$ cat config.mk
export PLATFORM = sky130hd
export DESIGN_NAME = scene_sequencer
export DESIGN_NICKNAME = d
export VERILOG_FILES = /design/src/rtl/scene_pkg.sv /design/src/rtl/scene_sequencer_fade.sv /design/src/rtl/scene_sequencer.sv
export SDC_FILE = /design/constraint.sdc
export NUM_CORES = 1
export LEC_CHECK = 0
export ABC_AREA = 1
export CORE_UTILIZATION = 57
export CTS_CLUSTER_SIZE = 30
export DETAILED_ROUTE_END_ITERATION = 8
export PLACE_DENSITY = 0.82
export SETUP_SLACK_MARGIN = 0.5
export SYNTH_ARGS = -nofsm -noshare
export SYNTH_HDL_FRONTEND = slang
export SYNTH_SLANG_ARGS = --single-unit
export TNS_END_PERCENT = 10
$ cat constraint.sdc
create_clock -name vga_clk -period 10.5 [get_ports vga_clk]
set_input_delay 1.05 -clock vga_clk [delete_from_list [all_inputs] [get_ports vga_clk]]
set_output_delay 1.05 -clock vga_clk [all_outputs]
set_load 0.1 [all_outputs]
$ cat src/rtl/scene_pkg.sv
// rtl/scene_pkg.sv - shared scene codes, FSM states, fade constants and RGB565 fields
package scene_pkg;

    // Full-brightness fade level; levels span 0..FADE_FULL.
    localparam int FADE_FULL = 16;

    // Scene codes. The scene value also selects the picture in the ROM reader.
    typedef enum logic [1:0] {
        SCN_TITLE = 2'd0,
        SCN_PLAY  = 2'd1,
        SCN_OVER  = 2'd2,
        SCN_WON   = 2'd3
    } scene_t;

    // Sequencer FSM states.
    typedef enum logic [2:0] {
        S_TITLE    = 3'd0,
        S_FADE_OUT = 3'd1,
        S_FADE_IN  = 3'd2,
        S_PLAY     = 3'd3,
        S_END      = 3'd4
    } state_t;

    // RGB565 field positions.
    localparam int R_MSB = 15;
    localparam int R_LSB = 11;
    localparam int G_MSB = 10;
    localparam int G_LSB = 5;
    localparam int B_MSB = 4;
    localparam int B_LSB = 0;

endpackage

$ cat src/rtl/scene_sequencer_fade.sv
// rtl/scene_sequencer_fade.sv - combinational brightness scaling of one RGB565 pixel
//
// Ports:
//   pix_in  [15:0] : RGB565 pixel
//   level   [4:0]  : brightness 0..16 (16 = unchanged, 0 = black)
//   pix_out [15:0] : each channel scaled as (ch * level) >> 4
module rgb565_fade
    import scene_pkg::*;
(
    input  logic [15:0] pix_in,
    input  logic [4:0]  level,
    output logic [15:0] pix_out
);

    logic [9:0]  r_prod;
    logic [10:0] g_prod;
    logic [9:0]  b_prod;

    assign r_prod = {5'd0, pix_in[R_MSB:R_LSB]} * {5'd0, level};
    assign g_prod = {5'd0, pix_in[G_MSB:G_LSB]} * {6'd0, level};
    assign b_prod = {5'd0, pix_in[B_MSB:B_LSB]} * {5'd0, level};

    // With level <= 16 each product shifted right by 4 never exceeds the input
    // channel, so the top product bit and the fractional bits are dropped.
    assign pix_out = {r_prod[8:4], g_prod[9:4], b_prod[8:4]};

    logic unused_prod_bits;
    assign unused_prod_bits = ^{r_prod[9], r_prod[3:0], g_prod[10], g_prod[3:0],
                                b_prod[9], b_prod[3:0]};

endmodule

$ cat src/rtl/scene_sequencer.sv
// rtl/scene_sequencer.sv - frame-synchronous scene FSM with fade-out/fade-in and source mux
//
// Ports:
//   vga_clk, sys_rst_n      : pixel clock, async active-low reset
//   vsync                   : active-low vertical sync from vga_ctrl
//   start                   : 1-cycle start/continue request
//   game_over, game_won     : level flags from game logic
//   rom_pix, game_pix       : RGB565 sources (presented one cycle early)
//   pix_data                : registered, faded RGB565 pixel
//   scene                   : current scene, also the ROM picture select
//   fade_level              : current brightness 0..16
//   game_rst                : 1-cycle game logic reset when play begins
//   busy                    : high during a fade
module scene_sequencer #(
    parameter int FADE_FRAMES = 2,
    parameter int FADE_FULL   = scene_pkg::FADE_FULL
) (
    input  logic        vga_clk,
    input  logic        sys_rst_n,
    input  logic        vsync,
    input  logic        start,
    input  logic        game_over,
    input  logic        game_won,
    input  logic [15:0] rom_pix,
    input  logic [15:0] game_pix,
    output logic [15:0] pix_data,
    output logic [1:0]  scene,
    output logic [4:0]  fade_level,
    output logic        game_rst,
    output logic        busy
);

    import scene_pkg::*;

    localparam int              CW       = (FADE_FRAMES > 1) ? $clog2(FADE_FRAMES) : 1;
    localparam logic [CW-1:0]   FRM_LAST = CW'(FADE_FRAMES - 1);
    localparam logic [4:0]      LVL_FULL = 5'(FADE_FULL);

    state_t        state_q, state_d;
    state_t        dest_state_q, dest_state_d;
    scene_t        scene_q, scene_d;
    scene_t        dest_scene_q, dest_scene_d;
    logic [4:0]    fade_level_q, fade_level_d;
    logic [CW-1:0] frm_cnt_q, frm_cnt_d;
    logic          vs_d_q, vs_d_d;
    logic          start_pend_q, start_pend_d;
    logic          game_rst_q, game_rst_d;
    logic          busy_q, busy_d;
    logic [15:0]   pix_data_q, pix_data_d;

    logic          tick;
    logic [15:0]   src_pix;

    // Rising edge of vsync marks the end of the sync pulse, inside vertical blanking.
    assign tick = vsync & ~vs_d_q;

    assign src_pix = (scene_q == SCN_PLAY) ? game_pix : rom_pix;

    rgb565_fade u_fade (
        .pix_in  (src_pix),
        .level   (fade_level_q),
        .pix_out (pix_data_d)
    );

    always_comb begin
        state_d      = state_q;
        dest_state_d = dest_state_q;
        scene_d      = scene_q;
        dest_scene_d = dest_scene_q;
        fade_level_d = fade_level_q;
        frm_cnt_d    = frm_cnt_q;
        game_rst_d   = 1'b0;
        vs_d_d       = vsync;

        case (state_q)
            S_TITLE: begin
                if (tick && start_pend_q) begin
                    state_d      = S_FADE_OUT;
                    dest_state_d = S_PLAY;
                    dest_scene_d = SCN_PLAY;
                    frm_cnt_d    = '0;
                end
            end
            S_PLAY: begin
                // game_won wins when both flags are up on the same tick.
                if (tick && (game_won || game_over)) begin
                    state_d      = S_FADE_OUT;
                    dest_state_d = S_END;
                    dest_scene_d = game_won ? SCN_WON : SCN_OVER;
                    frm_cnt_d    = '0;
                end
            end
            S_END: begin
                if (tick && start_pend_q) begin
                    state_d      = S_FADE_OUT;
                    dest_state_d = S_TITLE;
                    dest_scene_d = SCN_TITLE;
                    frm_cnt_d    = '0;
                end
            end
            S_FADE_OUT: begin
                if (tick) begin
                    if (fade_level_q == 5'd0) begin
                        // Screen is black: switch picture/source, then fade back in.
                        scene_d    = dest_scene_q;
                        state_d    = S_FADE_IN;
                        frm_cnt_d  = '0;
                        game_rst_d = (dest_state_q == S_PLAY);
                    end else if (frm_cnt_q == FRM_LAST) begin
                        frm_cnt_d    = '0;
                        fade_level_d = fade_level_q - 5'd1;
                    end else begin
                        frm_cnt_d = frm_cnt_q + CW'(1);
                    end
                end
            end
            S_FADE_IN: begin
                if (tick) begin
                    if (fade_level_q >= LVL_FULL) begin
                        state_d = dest_state_q;
                    end else if (frm_cnt_q == FRM_LAST) begin
                        frm_cnt_d    = '0;
                        fade_level_d = fade_level_q + 5'd1;
                    end else begin
                        frm_cnt_d = frm_cnt_q + CW'(1);
                    end
                end
            end
            default: begin
                state_d = S_TITLE;
            end
        endcase

        // A start is only remembered on screens that wait for one; anywhere
        // else it is dropped so it cannot skip a later screen.
        if ((state_q != S_TITLE) && (state_q != S_END)) begin
            start_pend_d = 1'b0;
        end else if (tick && start_pend_q) begin
            start_pend_d = 1'b0;
        end else if (start) begin
            start_pend_d = 1'b1;
        end else begin
            start_pend_d = start_pend_q;
        end

        busy_d = (state_d == S_FADE_OUT) || (state_d == S_FADE_IN);
    end

    always_ff @(posedge vga_clk or negedge sys_rst_n) begin
        if (!sys_rst_n) begin
            state_q      <= S_TITLE;
            dest_state_q <= S_TITLE;
            scene_q      <= SCN_TITLE;
            dest_scene_q <= SCN_TITLE;
            fade_level_q <= LVL_FULL;
            frm_cnt_q    <= '0;
            vs_d_q       <= 1'b0;
            start_pend_q <= 1'b0;
            game_rst_q   <= 1'b0;
            busy_q       <= 1'b0;
            pix_data_q   <= 16'd0;
        end else begin
            state_q      <= state_d;
            dest_state_q <= dest_state_d;
            scene_q      <= scene_d;
            dest_scene_q <= dest_scene_d;
            fade_level_q <= fade_level_d;
            frm_cnt_q    <= frm_cnt_d;
            vs_d_q       <= vs_d_d;
            start_pend_q <= start_pend_d;
            game_rst_q   <= game_rst_d;
            busy_q       <= busy_d;
            pix_data_q   <= pix_data_d;
        end
    end

    assign pix_data   = pix_data_q;
    assign scene      = scene_q;
    assign fade_level = fade_level_q;
    assign game_rst   = game_rst_q;
    assign busy       = busy_q;

endmodule
# == Word level (Yosys, flattened, before mapping) ==
# Cells that the tools add are included.
# word_totals
regBits,36
latch_bits,0
ramBits,0
romBits,0
input_bits,38
output_inout_bits,25
elab_cells,94
n_memories,0
# classes
n_addsub,3
multipliers,3
div_mod_pow,0
order_cmp,1
eq_ne,19
shifts,0
n_mux,38
bitwise,2
reduce_logical,17
# op_table
cell,n
5-bit two-way mux,6
3-bit two-way mux,9
5-bit by 5-bit multiplier with 9-bit output,2
"2-bit inequality test, second input constant",9
16-bit two-way mux,1
1-bit two-way mux,14
"3-bit by 2-bit equality test with 1-bit output, second input constant",4
3-bit case mux with 4 select lines,1
6-bit by 5-bit multiplier with 10-bit output,1
5-bit case mux with 2 select lines,1
3-bit case mux with 3 select lines,1
3-bit nonzero test,3
7-bit AND reduction,1
"3-bit by 1-bit equality test with 1-bit output, second input constant",2
2-bit two-way mux,3
2-bit case mux with 3 select lines,1
6-bit AND reduction,1
"5-bit by 1-bit adder with 5-bit output, second input constant",1
"5-bit greater-or-equal comparator, second input constant",1
5-bit logical NOT,1
"5-bit by 1-bit subtractor with 5-bit output, second input constant",1
1-bit case mux with 4 select lines,1
4-bit AND reduction,1
4-bit nonzero test,1
13 further kinds,16

# == Longest topological paths before layout ==
# Gate-level depths: netlist of run 1.
# logic_depth
word_depth,7
ltp_mapped,20
mapped_depth_nobuf,19

# == Modules after synthesis ==
# From an unflattened synthesis of run 1, not the netlist that was laid out.
# hier_totals
cells_unflattened,615
area_unflattened_um2,4295.4
# by_module_without_submodules
module,instances,cells_per_inst,area_each_um2
rgb565_fade,1,427,2509.9
scene_sequencer,1,188,1785.5

# == Worst setup path after synthesis of run 1 ==
# Ideal clock, no wire load.
# synth_path
path_kind,flip-flop to flip-flop
start,register scene_q[0] (netlist: scene[0])
end,register pix_data_q[4] (netlist: pix_data[4])
arrival_ns,4.229
required_time_ns,10.383
slack_ns,6.153
stages_incl_launch_ff,18
n_path_buf,0
period_less_slack_ns,4.347
cell_sequence,dfrtp_1 inv_1 nor2_4 or2_2 o21ai_0 inv_1 nand2_1 fa_1 inv_1 fa_1 fa_1 ha_1 a21oi_1 nor3_1 a211oi_1 nand2_1 nand2_1 nand2_1
# synth_via
elab_chain_cells,3
# synth_lines
item,line_no,text
from (decl),scene_sequencer.sv:41,"scene_t scene_q, scene_d;"
from (signal assigned),scene_sequencer.sv:165,scene_q <= scene_d;
2-bit by 1-bit equality test with 1-bit output,scene_sequencer.sv:57,assign src_pix = (scene_q == SCN_PLAY) ? game_pix : rom_pix;
16-bit two-way mux,scene_sequencer.sv:57,
5-bit by 5-bit multiplier with 9-bit output,scene_sequencer_fade.sv:21,"assign b_prod = {5'd0, pix_in[B_MSB:B_LSB]} * {5'd0, level};"
net pix_data_d[4],scene_sequencer.sv:49,"logic [15:0] pix_data_q, pix_data_d;"
to (signal assigned),scene_sequencer.sv:173,pix_data_q <= pix_data_d;
to (decl),scene_sequencer.sv:49,
# The timed path passes the listed nets, and every way through them passes these cells.
# A chain may end at the register's enable or synchronous reset.

# == Final worst setup path of run 1 ==
# layout_path
start,input port rom_pix[2]
end,register pix_data_q[4] (netlist: pix_data[4])
# layout_via
elab_chain_cells,2
# layout_lines
item,line_no,text
from (decl),scene_sequencer.sv:24,"input logic [15:0] rom_pix,"
16-bit two-way mux,scene_sequencer.sv:57,
5-bit by 5-bit multiplier with 9-bit output,scene_sequencer_fade.sv:21,
net pix_data_d[4],scene_sequencer.sv:49,
# The timed path passes the listed nets, and every way through them passes these cells.

==> results of run 1 <==
stage by stage:
stage	instances	setup WS, ps	utilization [%]	instance area, um2	hold slack, ps
6_report	652	5970	70.6	4770	470
5_1_grt	652	5750	70.6	4770	487
3_5_place_dp	644	5680	68.9	4650	470
2_1_floorplan	508	6150	-	3970	430
3_3_place_gp	644	5750	68.9	4650	462
4_1_cts	652	5980	70.6	4770	472
cells in the mapped netlist, types with 3 or more instances:
master,number
fa_1,25
nand4_1,3
xnor2_1,8
buf_2,3
o21ai_2,4
or2_2,8
nor2_4,4
nand2_4,9
a211oi_1,3
a21oi_1,15
o21ai_0,13
ha_1,49
xor2_1,16
nand2_2,12
dfrtp_1,33
nand3_1,26
inv_1,94
nand2_1,90
o21ai_1,3
nor2_1,59
nor3_1,5
placed cells by master, fill, tap and decap left out, drive strengths merged, types with 7 or more instances in the layout:
master / count
a21oi: 15
clkbuf: 7
clkdlybuf4s50: 62
dfrtp: 33
fa: 25
ha: 49
inv: 96
nand2: 111
nand3: 27
nor2: 64
nor3: 8
o21ai: 21
or2: 8
xnor2: 8
xor2: 17
area by class of cell:
cell class,instances,share of cell area (%)
clock buffers,7,1.81
clock inverters,1,0.630
well taps,80,2.10
multi-input cells,369,56.7
inverters,98,7.71
flip-flops and latches,34,17.9
repair buffers,63,13.2
worst max-delay path: stages:
cell	delay, ps
clkdlybuf4s50_1	390
or2_2	280
o21ai_0	170
inv_1	130
nand2_1	100
fa_1	420
inv_1	90
fa_1	410
fa_1	430
ha_1	380
a21oi_1	290
nor3_1	70
a211oi_1	240
nand2_1	100
nand2_1	80
nand2_1	40
registers in the layout, indices dropped and copies added, names as in the netlist:
register      flops
vs_d_q            1
game_rst          1
frm_cnt_q         1
fade_level        5
scene             2
busy              1
dest_state_q      2
state_q           3
dest_scene_q      1
start_pend_q      1
pix_data         16
worst paths after layout:
check	end	slack (ps)	depth (start not counted)
setup reg to reg	pix_data[4]$_DFF_PN0_	6320	16
hold / removal	game_rst$_DFF_PN0_	470	1
hold reg to reg	game_rst$_DFF_PN0_	470	1
setup / recovery	pix_data[4]$_DFF_PN0_	5970	16
min in group asynchronous	scene[1]$_DFFE_PN0P_	1160	2
max in group asynchronous	fade_level[4]$_DFFE_PN1P_	9000	2
logic make-up (layout without fill, tap and decap cells):
logic type | Yosys count | after routing
xor gates and xnor gates | 25 | 25
adders and majority gates | 74 | 74
and+or+nand+nor | 223 | 223
AOI/OAI and AO/OA | 47 | 47
DFF | 34 | 34
buffers and inverters | 105 | 169
per-layer routing:
| layer | up-vias | part of all wire, % | routed length, um | GRT usage, % |
|---|---|---|---|---|
| li1 | 1706 | - | - | - |
| met4 | 0 | 1.8 | 158 | 7.27 |
| met3 | 15 | 6.5 | 559 | 3.18 |
| met2 | 116 | 51 | 4320 | 45.5 |
| met5 | - | 0 | 0 | 0 |
| met1 | 1594 | 41 | 3520 | 32.3 |
==> impl_metrics.yaml, run 1 <==
outcome:
  outcome: "finished clean"
floorplanning:
  rows: 30
  fp.dieW_um: 85.5
  start_util_pct: 58.8
  core_um2: 6760
  die_area_um2: 7310
  io_pins: 63
  die_h_um: 85.5
grt:
  grt_pass1_wl_um: 14800
  grt_max_degree: 35
  antenna_found_initial: 0
  grt_pass1_vias: 3420
  track_usage_pct: 25.4
  overflow: 0
place:
  gp_congestion: 0.915
  dp_hpwl_um: 6760
  port-buffer-count: 62
drt:
  antenna_left: 0
  via_per_inst: 5.26
  first_pass_iters: 4
  initialDrtViolationCount: 184
  wire_per_inst_um: 13.1
  drc: 0
  vias: 3431
  drt_wl_total_um: 8560
finish:
  drive_above_1_share_pct: 9.62
  fillers: 552
  seqCellArea_um2: 852
  antenna_cells: 0
  multi_input_area_um2: 2700
  final_nets: 683
  areaGrowthSynthToFinish_pct: 20.0
logic_synthesis:
  ys_ff_latch: 34
  synth_edf_count: 0
  synth_cells: 508
  avgSynthCellArea_um2: 7.82
  syn_nets: 620
  synthArstFlopShare_pct: 100
  synth_top_cell_by_area: "dfrtp_1"
  synthMuxAreaShare_pct: 0
  synth_xor_area_share_pct: 5.70
  synth_ff_type: "dfrtp_1"
  synth_compound_area_share_pct: 7.37
  synth_area_leaders: "dfrtp_1 21%, ha_1 15%, fa_1 13%"
  synth_top_family_by_area: "adder cells"
  ys_warn_count: 0
  yosysTopAreaCellShare_pct: 20.8
  syn_area_um2: 3970
  synthSimpleGateAreaFrac_pct: 27.0
  synthAdderAreaFrac_pct: 28.0
  ys_seq_area_share_pct: 21.4
  ys_types: 41
cts:
  cts_root_buf: "clkbuf_8"
  clkSinkCount: 34
  clk_latency_ps: 290
  cts_buffers: 5
  cts_buffer_depth: 2
  cts_hold_buf: 0
  path_clk_slew_ps: 70
  htreeDepth: 2
  post_cts_resize_count: 0
  cts_tree: "built"
  post_cts_buffers: 0
sta:
  hold_violations: 0
  period_share_pct: 43.1
  report.final.slew_viol_count: 0
  skew_ps: 12.8
  slew-limit-headroom_pct: 34.8
  tns_ps: 0
  worst_slew_pin_slew_ps: 975
  setup_viol_count_final: 0
  period_needed_ps: 4530
  fmax_mhz: 221
  rsz0062_at_grt: "no"
setup_path:
  cp-start-kind: "input pin"
  crit_fanout: 6
  cp_data_required_time_ps: 10680
  cp-startpoint: "rom_pix[2]"
  r2r-start: "scene[1]$_DFFE_PN0P_"
  worst_setup_path_end_kind: "flop"
  crit_type: "input pin to flop"
  crit_arrival_ps: 4710
hold_path:
  min_from: "dest_state_q[2]$_DFFE_PN0P_"
  hold_class: "flop to flop"
job:
  drv_cap: 0
Power of run 1 is not shown: default switching activity piles up to over one toggle a cycle in this logic, so the estimate is an artifact.
==> run 2, diff against run 1 <==
- CORE_UTILIZATION: 57 -> 50
- PLACE_DENSITY: 0.82 -> 0.76
- clock period: 10.5 -> 3.8 ns (I/O delays scaled with it)
==> run 2 against run 1 <==
Worst hold slack improved by 8.7 ps. Die area rose by 14%. Final cell count rose by 7.7%. Routed wire length rose by 8.0%. Global-route usage fell by 0.79 points. Via count rose by 3.4%. Clock skew fell by 4.0 ps. Critical path depth rose by 1. Sequential share of layout area fell by 1.2 points. Utilization fell by 3.1 points. Worst setup slack got worse by 5800 ps. Critical path type is now flop to flop.
==> impl_metrics.yaml, run 2 (synthesis gave the netlist of run 1 again) <==
sta:
  fmax_mhz: 274
  worst_slew_pin_slew_ps: 1090
  period_share_pct: 96.1
  tns_ps: 0
  hold_violations: 0
  rsz0062_at_grt: "yes"
  setup_viol_count_final: 0
  report.final.slew_viol_count: 0
  period_needed_ps: 3650
  slew-limit-headroom_pct: 27.4
  skew_ps: 8.81
drt:
  drc: 0
  initialDrtViolationCount: 187
  via_per_inst: 5.05
  first_pass_iters: 4
  vias: 3547
  wire_per_inst_um: 13.2
  drt_wl_total_um: 9250
  antenna_left: 0
finish:
  multi_input_area_um2: 2890
  post-route-util_pct: 67.5
  largest_register_ff_count: 16
  drive_above_1_share_pct: 18.7
  final_nets: 711
  final_cell_mix: "91 x inv_1, 90 x nand2_1, 62 x clkdlybuf4s50_1"
  fillers: 635
  antenna_cells: 0
  final_common_cell: "inv_1"
  areaGrowthSynthToFinish_pct: 30.6
  seqCellArea_um2: 866
cts:
  cts_tree: "built"
  cts_root_buf: "clkbuf_8"
  cts_hold_buf: 0
  cts_buffers: 5
  htreeDepth: 2
  cts_buffer_depth: 2
  clk_latency_ps: 300
  path_clk_slew_ps: 80
  clkSinkCount: 34
setup_path:
  cp_common_cell: "nand2_1"
  crit_chain: "nor2_4 > or2_4 > o21a_4 > nand2_1 > fa_1 > fa_1 > inv_1 > fa_2 > ha_4 > nand2_1 > inv_1 > nand3_1 > nand2_2 > nand2_1 > nand2_1 > nand2_1 > nand2_1"
  cp-start-kind: "flop"
  crit_type: "flop to flop"
  worst_setup_path_end_kind: "flop"
  max_stage_delay_ps: 590
  crit_fanout: 8
  crit_arrival_ps: 3840
  cp_data_required_time_ps: 3990
  crit_path_top_delay_cell: "fa_2"
floorplanning:
  io_pins: 63
  start_util_pct: 51.7
  rows: 32
  die_h_um: 91.2
  die_area_um2: 8310
  core_um2: 7690
  fp.dieW_um: 91.2
outcome:
  outcome: "finished clean"
grt:
  antenna_found_initial: 0
  grt_max_degree: 26
  grt_pass1_vias: 3640
  grt_pass1_wl_um: 16300
  track_usage_pct: 24.6
  overflow: 0
place:
  port-buffer-count: 62
  dp_hpwl_um: 7140
  gp_congestion: 0.857
job:
  drv_cap: 0
hold_path:
  hold_class: "flop to flop"
run 2: path summary, 6_finish.rpt:
path                                        startpoint                        end  slack (ps)  cells after the start
setup reg to reg                  scene[1]$_DFFE_PN0P_     pix_data[10]$_DFF_PN0_         150                     17
hold reg to reg            dest_state_q[2]$_DFFE_PN0P_         game_rst$_DFF_PN0_         480                      1
setup / recovery                  scene[1]$_DFFE_PN0P_     pix_data[10]$_DFF_PN0_         150                     17
hold / removal             dest_state_q[2]$_DFFE_PN0P_         game_rst$_DFF_PN0_         480                      1
max in group asynchronous                    sys_rst_n       scene[0]$_DFFE_PN0P_        2350                      1
min in group asynchronous                    sys_rst_n  fade_level[2]$_DFFE_PN0P_         670                      1
run 2: critical path: cells and delay by family (launching register included):
family	cells	cell delay [ps]
flops	1	520
simple gates	10	980
buf+inv	2	100
fa+ha+maj	4	1820
compound gates	1	130
run 2: repair_timing:
action / CTS / global route
endpoints found under the setup margin: 16 / 16
gates resized for setup: 10 / 4
pin swaps: 14 / 11
setup buffers: 7 / 2
endpoints found under the hold margin: 0 / 0
cloned: 1 / 0
run 2: cell type report:
| type | count | area share, % |
|---|---|---|
| Tap cell | 102 | 2.46 |
| Inverter | 98 | 7.14 |
| Clock buffer | 6 | 1.59 |
| Sequential cell | 34 | 16.7 |
| Multi-Input combinational cell | 370 | 55.6 |
| Clock inverter | 2 | 0.241 |
| Timing Repair Buffer | 90 | 16.3 |
run 2: metrics by stage:
| step | setup slack, ps | instance area, um2 | hold WS, ps | cells |
|---|---|---|---|---|
| floorplan | 123 | 4100 | 84.4 | 508 |
| global placement | 46.3 | 4930 | 461 | 684 |
| detailed placement | -32.4 | 4930 | 472 | 684 |
| CTS | 203 | 5150 | 482 | 700 |
| global route | -33.9 | 5190 | 505 | 702 |
| finish | 149 | 5190 | 479 | 702 |
run 2: per-layer routing:
layer,up-vias,track usage [%],wire [um]
met5,-,0,0
met4,0,8.86,228
met3,22,3.69,572
met2,103,41.7,4480
met1,1653,31.9,3970
li1,1769,-,-
Power of run 2 is left out for the same reason.
==> run 3, diff against run 2 <==
- ABC_AREA: 1 -> unset
- CORE_UTILIZATION: 50 -> 49
- RECOVER_POWER: unset -> 50
==> run 3 against run 2 <==
The flow now finishes with violations (capacitance limit, slew limit, setup timing). Clock skew decreased by 2.1 ps. Synthesized area down 9.0%. Sequential share of layout area up 0.76 points. Highest routed layer unchanged.
==> impl_metrics.yaml, run 3 <==
outcome:
  outcome: "complete, but fails checks"
  violations: "capacitance limit, slew limit, setup timing"
logic_synthesis:
  synthTopCellsByCount: "49 x ha_1, 42 x nand2_1, 38 x inv_1"
  synth_area_leaders: "dfrtp_1 23%, ha_1 17%, fa_1 14%"
  syn_area_um2: 3620
  ys_types: 47
  synth_cells: 381
  ys_ff_latch: 34
  synth_top_cell_by_area: "dfrtp_1"
  syn_nets: 493
  synth_ff_type: "dfrtp_1"
  synthArstFlopShare_pct: 100
  synth.most_common_cell: "ha_1"
  yosysTopAreaCellShare_pct: 22.8
  ys_warn_count: 0
  ys_seq_area_share_pct: 23.6
  avgSynthCellArea_um2: 9.49
  synth_edf_count: 0
job:
  drv_cap: 1
floorplanning:
  rows: 30
  die_h_um: 87.9
  io_pins: 63
  fp.dieW_um: 87.9
  start_util_pct: 52.1
  core_um2: 6940
  die_area_um2: 7730
setup_path:
  crit_path_top_delay_cell: "dfrtp_4"
  max_stage_delay_ps: 490
  crit_fanout: 6
  crit_family: "adder cells"
  crit_arrival_ps: 4240
  cp_data_required_time_ps: 3990
  cp_common_cell: "fa_1"
  worst_setup_path_end_kind: "flop"
  crit_chain: "nand2b_4 > mux2_4 > and2_4 > fa_1 > inv_1 > fa_1 > fa_1 > inv_1 > ha_2 > or3_4 > o22ai_2 > o21ba_4 > a31o_1 > a21o_1 > xnor2_1"
  cp-start-kind: "flop"
  crit_type: "flop to flop"
  crit_buf_inv: 2
sta:
  fmax_mhz: 247
  period_needed_ps: 4050
  rsz0062_at_grt: "yes"
  setup_viol_count_final: 9
  hold_violations: 0
  report.final.slew_viol_count: 35
  worst_slew_pin_slew_ps: 1990
  period_share_pct: 107
  slew-limit-headroom_pct: -32.4
  worst_slack_ps: -248
  skew_ps: 6.72
place:
  gp_congestion: 0.909
  dp_hpwl_um: 6000
  port-buffer-count: 62
  pre_cts_ws_ps: -375
finish:
  final_nets: 590
  fillers: 520
  antenna_cells: 0
  drive_above_1_share_pct: 21.1
  final_cell_mix: "60 x clkdlybuf4s50_1, 43 x ha_1, 41 x nand2_1"
  largest_register_ff_count: 16
  areaGrowthSynthToFinish_pct: 36.0
  final_common_cell: "clkdlybuf4s50_1"
drt:
  drc: 0
  initialDrtViolationCount: 70
  drt_wl_total_um: 8210
  first_pass_iters: 4
  vias: 2982
  wire_per_inst_um: 14.3
  via_per_inst: 5.19
  antenna_left: 0
cts:
  clk_latency_ps: 300
  clkSinkCount: 34
  cts_tree: "built"
  path_clk_slew_ps: 80
  cts_root_buf: "clkbuf_8"
  cts_buffer_depth: 2
  cts_buffers: 5
  htreeDepth: 2
  cts_hold_buf: 0
grt:
  grt_pass1_wl_um: 13800
  track_usage_pct: 23.3
  overflow: 0
  antenna_found_initial: 0
  grt_max_degree: 35
  grt_pass1_vias: 3092
hold_path:
  hold_class: "flop to flop"
## run 3: cell types whose count changed after synthesis, moves of 12 or more
cell     previous run  this run
xnor2_1             8        20
mux2_2              0        18
nor2_1             59        17
inv_1              94        38
nand2_1            90        42
nor2b_1             0        13
nand3_1            26         2
nand2_2            12         0
and2_1              0        28
## run 3: path summary, 6_finish.rpt
check	from	to	slack, ps	cells after the start
max	scene[1]$_DFFE_PN0P_	pix_data[10]$_DFF_PN0_	-250	15
min	start_pend_q$_DFFE_PN0P_	start_pend_q$_DFFE_PN0P_	490	1
min reg2reg	start_pend_q$_DFFE_PN0P_	start_pend_q$_DFFE_PN0P_	490	1
min in group asynchronous	sys_rst_n	pix_data[15]$_DFF_PN0_	1180	2
max reg2reg	scene[1]$_DFFE_PN0P_	pix_data[10]$_DFF_PN0_	-250	15
max in group asynchronous	sys_rst_n	scene[1]$_DFFE_PN0P_	1220	2
## run 3: stage by stage
stage | setup TNS [ps] | hold WS [ps] | std cells | cell area (um2) | util (%)
4_1_cts | -1550 | 495 | 575 | 4830 | 69.5
3_5_place_dp | -2670 | 484 | 562 | 4610 | 66.4
3_3_place_gp | -2150 | 471 | 562 | 4610 | 66.4
2_1_floorplan | -4120 | 84.4 | 381 | 3680 | -
5_1_grt | -2770 | 517 | 575 | 4920 | 70.8
6_report | -1140 | 491 | 575 | 4920 | 70.8
## run 3: layout make-up
class / count / area (um2) / share of cell area (%)
Inverter: 38 / 143 / 2.90
Sequential cell: 34 / 858 / 17.5
Clock buffer: 5 / 68.8 / 1.40
Clock inverter: 3 / 68.8 / 1.40
Timing Repair Buffer: 101 / 910 / 18.5
Tap cell: 96 / 120 / 2.44
Multi-Input combinational cell: 298 / 2750 / 55.9
## run 3: kinds of logic (layout without fill, tap and decap cells)
kind of cell               Yosys count  after routing  share of synthesized area (%)
DFF                                 34             34                           23.6
xor gates and xnor gates            28             28                           6.78
AOI/OAI and AO/OA                   44             44                           7.92
adders and majority gates           74             74                           30.8
buffers and inverters               50            147                           5.57
muxes                               23             23                           6.99
and+or+nand+nor                    128            129                           18.4
## run 3: what timing repair did
item | in CTS | in global routing
pin swaps | 9 | 7
gates cloned | 1 | 0
endpoints found under the setup margin | 16 | 16
setup buffers | 4 | 0
gates resized for setup | 9 | 16
hold endpoints to repair | 0 | 0
## run 3: layer usage
metal / up-vias / track usage, % / share of wire, %
li1: 1453 / - / -
met1: 1455 / 27.7 / 43
met2: 68 / 42.4 / 52
met3: 6 / 4.71 / 4.0
met4: 0 / 6.41 / 0.97
met5: - / 0 / 0
Power of run 3 is left out for the same reason.
